## config.mk

```make
export PLATFORM = sky130hd
export DESIGN_NAME = rgb_pwm_capture
export DESIGN_NICKNAME = d
export VERILOG_FILES = /design/src/rtl/rgb_pwm_capture.sv
export SDC_FILE = /design/constraint.sdc
export NUM_CORES = 1
export LEC_CHECK = 0
export CORE_MARGIN = 1
export CORE_UTILIZATION = 52
export CTS_BUF_LIST = sky130_fd_sc_hd__clkbuf_2 sky130_fd_sc_hd__clkbuf_4 sky130_fd_sc_hd__clkbuf_8
export CTS_CLUSTER_SIZE = 25
export DETAILED_ROUTE_END_ITERATION = 16
export PLACE_DENSITY = 0.78
export SYNTH_ARGS = -nofsm -noshare
export SYNTH_HDL_FRONTEND = slang
export SYNTH_SLANG_ARGS = --single-unit
```

## constraint.sdc

```tcl
create_clock -name CLK -period 1.7 [get_ports CLK]
set_input_delay 0.255 -clock CLK [delete_from_list [all_inputs] [get_ports CLK]]
set_output_delay 0.255 -clock CLK [all_outputs]
set_load 0.03 [all_outputs]
```

## src/rtl/rgb_pwm_capture.sv

```systemverilog
// Measures the high-cycle count of the R/G/B PWM lines over a PERIOD-clock window,
// classifies the duty triple into a colour code, and presents it on VALID/ACK.
// Optional macro RGB_CAP_SYNC_EN adds a 2-flop synchronizer on each PWM input.
module rgb_pwm_capture #(
    parameter int PERIOD = 100,
    parameter int HI_TH  = 40,
    parameter int LO_TH  = 10,
    parameter int DW     = 7
) (
    input  logic          CLK,
    input  logic          RESETN,
    input  logic          EN,
    input  logic          PWM_R,
    input  logic          PWM_G,
    input  logic          PWM_B,
    input  logic          ACK,
    output logic [DW-1:0] DUTY_R,
    output logic [DW-1:0] DUTY_G,
    output logic [DW-1:0] DUTY_B,
    output logic [2:0]    COLOR,
    output logic          VALID,
    output logic          OVR
);

    typedef enum logic [1:0] {IDLE, MEASURE, DONE} state_t;
    typedef enum logic [1:0] {LV_OFF, LV_MID, LV_ON} level_t;

    localparam logic [DW-1:0] WC_LAST = DW'(PERIOD - 1);
    localparam logic [DW-1:0] HI      = DW'(HI_TH);
    localparam logic [DW-1:0] LO      = DW'(LO_TH);

    state_t        state;
    logic [DW-1:0] wc;
    logic [DW-1:0] cnt_r, cnt_g, cnt_b;
    logic [2:0]    smp;
    logic [2:0]    color_next;
    level_t        lv_r, lv_g, lv_b;

`ifdef RGB_CAP_SYNC_EN
    logic [2:0] sync1, sync2;

    always_ff @(posedge CLK or posedge RESETN) begin
        if (RESETN) begin
            sync1 <= '0;
            sync2 <= '0;
        end else begin
            sync1 <= {PWM_R, PWM_G, PWM_B};
            sync2 <= sync1;
        end
    end

    assign smp = sync2;
`else
    assign smp = {PWM_R, PWM_G, PWM_B};
`endif

    function automatic level_t level(input logic [DW-1:0] c);
        if (c >= HI)      return LV_ON;
        else if (c <= LO) return LV_OFF;
        else              return LV_MID;
    endfunction

    always_comb begin
        lv_r = level(cnt_r);
        lv_g = level(cnt_g);
        lv_b = level(cnt_b);
        color_next = 3'd7;
        if (lv_r == LV_OFF && lv_g == LV_OFF && lv_b == LV_OFF)     color_next = 3'd0;
        else if (lv_r == LV_ON && lv_g == LV_OFF && lv_b == LV_OFF) color_next = 3'd1;
        else if (lv_r == LV_OFF && lv_g == LV_ON && lv_b == LV_OFF) color_next = 3'd2;
        else if (lv_r == LV_OFF && lv_g == LV_OFF && lv_b == LV_ON) color_next = 3'd3;
        else if (lv_r == LV_ON && lv_g == LV_OFF && lv_b == LV_ON)  color_next = 3'd4;
        else if (lv_r == LV_MID && lv_g == LV_MID && lv_b == LV_MID) color_next = 3'd5;
        else if (lv_r == LV_ON && lv_g == LV_ON && lv_b == LV_ON)   color_next = 3'd6;
    end

    always_ff @(posedge CLK or posedge RESETN) begin
        if (RESETN) begin
            state  <= IDLE;
            wc     <= '0;
            cnt_r  <= '0;
            cnt_g  <= '0;
            cnt_b  <= '0;
            DUTY_R <= '0;
            DUTY_G <= '0;
            DUTY_B <= '0;
            COLOR  <= '0;
            VALID  <= 1'b0;
            OVR    <= 1'b0;
        end else begin
            if (VALID && ACK) begin
                VALID <= 1'b0;
                OVR   <= 1'b0;
            end
            case (state)
                IDLE: begin
                    wc    <= '0;
                    cnt_r <= '0;
                    cnt_g <= '0;
                    cnt_b <= '0;
                    if (EN) state <= MEASURE;
                end
                MEASURE: begin
                    if (!EN) begin
                        // Aborted window: discard partial counts, keep old result.
                        state <= IDLE;
                        wc    <= '0;
                        cnt_r <= '0;
                        cnt_g <= '0;
                        cnt_b <= '0;
                    end else begin
                        cnt_r <= cnt_r + DW'(smp[2]);
                        cnt_g <= cnt_g + DW'(smp[1]);
                        cnt_b <= cnt_b + DW'(smp[0]);
                        if (wc == WC_LAST) begin
                            state <= DONE;
                        end else begin
                            wc <= wc + 1'b1;
                        end
                    end
                end
                DONE: begin
                    DUTY_R <= cnt_r;
                    DUTY_G <= cnt_g;
                    DUTY_B <= cnt_b;
                    COLOR  <= color_next;
                    VALID  <= 1'b1;
                    // A same-cycle ACK consumes the old result, so no overrun.
                    OVR    <= VALID && !ACK ? 1'b1 : (VALID ? 1'b0 : OVR);
                    wc     <= '0;
                    cnt_r  <= '0;
                    cnt_g  <= '0;
                    cnt_b  <= '0;
                    state  <= EN ? MEASURE : IDLE;
                end
                default: state <= IDLE;
            endcase
        end
    end

endmodule

```

==> summary.txt <==
Drt
  • DRT Wirelength: 5210 um
  • Total vias in the final route: roughly 2000
  • Routed via count divided by cell count: approximately 5.5
  • Antenna-violating nets left: 0
  • Residual DRC count: 0
  • Routed length per placed instance: between 10 and 15 um
  • DR iter-0 viols: about 170
  • Detailed-routing iteration count for the pre-antenna-repair pass: 4

Timing
  • Fin crit share: 0.990
  • Minimum period implied by the final worst setup slack: about 1.7 ns
  • Relative slew margins: 0.637
  • Upper clock frequency limit: between 500 and 600 MHz
  • Total count of hold-check failures in the final report: 0
  • Minimum hold slack: between 0.3 and 0.4 ns
  • Setup clock skew after layout: a little over 0.006 ns
  • Least-Margin Pin Slew: approximately 0.54 ns
  • RSZ-0062 raised after global routing: yes
  • Pins Over Slew Limit: 0
  • Setup Viol. Count Final: 0

Floorplanning
  • Die width: between 70 and 80 um
  • Placeable core region: around 4800 um^2
  • Chip height: roughly 73 um
  • Effective utilization at floorplan: 0.550
  • Die area: around 5400 um^2
  • Std-Cell Rows: 25
  • I/O pin total: 33

Critical path
  • Critical path capture point type: flip-flop
  • Cell type of the slowest stage on the worst timing path: or4_4
  • Highest cell delay on the worst timing path: 0.52 ns
  • Crit path arrival time: ~1.9 ns
  • CP Data Required Time: 1.89 ns
  • Maximum fanout along the worst path: 4
  • Delay-heaviest family, CP: simple AND/OR/NAND/NOR gates
  • Cells along the critical path: ha_4, nand2b_4, or4_4, buf_4, a32o_1
  • R2R setup slack: about 0.016 ns
  • Total buffers and inverters traversed by the critical path: 1
  • Startpoint type of the worst setup path: flip-flop
  • Critical path start-end classification: reg -> reg

Cells and area
  • Final net count: about 310
  • Sequential cell area: 1400 um^2
  • Fill cells: slightly below 400
  • Multi-input gate area in the final layout: 1220 um^2
  • Ratio of cells with drive above 1 in the final layout: 0.223
  • P&R area growth vs syn: 24.6%
  • Diodes inserted: 0
  • Number of non-filler instances in the completed layout: 358

CTS
  • CTS root buf: clkbuf_8
  • Num Clock Sinks: 56
  • Total CTS buffers: 5
  • Clock-pin slew on the worst setup and hold paths: ~0.09 ns
  • CTS H-tree depth: 2
  • TritonCTS clock tree: built
  • Clock latency on the worst-skew pair: around 0.30 ns
  • Buffers from clock root to sink, at most: 2

Yosys
  • Average instance area after synthesis: approximately 11 um^2
  • Synthesis-stage register bit count: 56
  • Proportion of synthesized chip area in sequential cells: 0.529
  • Cell with the most instances after synthesis: dfrtp_1
  • Most instantiated flip-flop cell in the synthesis netlist: dfrtp_1
  • Largest area contributor in the netlist: dfrtp_1
  • Leading post-synthesis cells by cell area: dfrtp_1 (53%), mux2_2 (8.9%), o21ai_0 (7.9%), nand2_1 (4.7%), ha_1 (3.3%)
  • Fraction of registers with async set or reset after synthesis: 1.00
  • Post-synthesis cell area: approximately 2600 um^2
  • Number of flops mapped to enable cells by yosys: 0
  • Post-Syn Nets: around 260
  • Number of library cell types mapped by synthesis: 38
  • Leading cell types by count after synthesis: dfrtp_1 (56), o21ai_0 (42), nand2_1 (33)
  • Area share of the largest cell type after synthesis: 0.529
  • Number of synthesis warnings: 0
  • Cell count after synthesis: ~240

Global routing
  • Maximum number of pins on one net before global-route repair: 57
  • Grt ovf: 0
  • Global router's overall resource usage: 0.217
  • Via count of the first global-routing pass: ~1900
  • First-pass GRT wire length: approximately 8800 um
  • Number of antenna violations at the first check in global routing: 0

Placement
  • HPWL Detailed: between 3000 and 4000 um
  • Placer's final routability congestion estimate: about 0.87
  • Number of input and output port buffers inserted: 32
  • Number of cells in the design after placement: around 350

Outcome
  • Outcome: complete, no violations

Run
  • Number of maximum-capacitance constraint violations: 0

Power
  • Static leakage: 1.58 nW
  • Cell area power density: between 600 and 700 nW/um^2
  • Max VDD drop: approximately 0.44 mV

Min path
  • Worst min-delay path class: in -> async
[path summary, 6_finish.rpt]
path	to	start	cells past startpoint
setup reg to reg	wc[1]	wc[1]	5
hold reg to reg	OVR	VALID	1
min in group CLK	OVR	VALID	1
max in group asynchronous	cnt_b[2]	RESETN	3
setup / recovery	wc[1]	wc[1]	5
hold / removal	DUTY_G[5]	RESETN	3
[report_power, final]
part           switching, mW  internal [mW]  leakage [nW]  total (mW)
clock network          0.390          0.297        0.0445       0.687
registers             0.0146           1.34         0.778        1.36
logic                 0.0896         0.0687         0.757       0.158
total                  0.494           1.71          1.58        2.21
[logic make-up (layout without fill, tap and decap cells)]
kind of cell | Yosys count | in the layout | share of synthesized area
adders and majority gates | 7 | 7 | 0.0331
DFF | 56 | 56 | 0.529
AOI/OAI and AO/OA | 67 | 67 | 0.175
buffers and inverters | 13 | 62 | 0.0194
xor gates and xnor gates | 5 | 5 | 0.0165
and+or+nand+nor | 72 | 72 | 0.134
muxes | 22 | 22 | 0.0931
[what timing repair did]
item / CTS / global route
pin swaps: 2 / 6
setup buffers: 1 / 1
gates resized for setup: 1 / 8
hold buffers: 0 / 0
endpoints found under the setup margin: 5 / 7
[registers in the layout (all words and copies together) (netlist names)]
signal and flops:
state 2, DUTY_R 7, cnt_r 7, COLOR 3
DUTY_G 7, cnt_b 7, wc 7, cnt_g 7
DUTY_B 7, VALID 1, OVR 1
[cell type report]
class                   count  share of cell area
repair buffers             52               0.150
clock buffers               6              0.0231
well taps                  67              0.0254
inverters                   3             0.00341
multi-input cells         173               0.371
clock inverters             1             0.00152
flip-flops and latches     56               0.425
[routing by layer]
layer | GRT usage | share of wire | vias up
li1 | - | - | 973
met1 | 0.299 | 0.48 | 943
met2 | 0.340 | 0.48 | 51
met3 | 0.0439 | 0.038 | 2
met4 | 0.0833 | 0.0073 | 0
met5 | 0 | 0 | -
[placed cells by master, fill, tap and decap left out, drive strengths merged, types with 2 or more instances in the layout]
cell type,synthesis,layout
mux2,21,21
or2,2,2
nor2,10,10
nand2,33,33
o41ai,2,2
nand4,4,4
clkdlybuf4s50,0,32
inv,3,3
dfrtp,56,56
buf,2,20
a22o,6,6
a21o,3,3
a2111oi,2,2
xor2,4,4
nand2b,4,4
clkbuf,8,6
o21ai,43,43
a31oi,4,4
and3,9,9
ha,7,7
nand3,6,6
[tightest hold or removal path: stages]
cell             delay [ns]
clkdlybuf4s50_1        0.41
inv_2                  0.07
buf_12                 0.27
[stage by stage]
stage                util  cell area [um^2]  power [mW]  setup TNS [ns]  worst slack [ns]
finish              0.685              3300        2.21               0            0.0165
CTS                 0.678              3270        2.23               0           0.00571
global route        0.685              3300        2.30         -0.0329           -0.0105
detailed placement  0.658              3170        1.54          -0.283           -0.0770
global placement    0.658              3170        1.53         -0.0221           -0.0209
floorplan               -              2650        1.47               0            0.0737
Note: power is estimated with default switching activity, not from simulation.
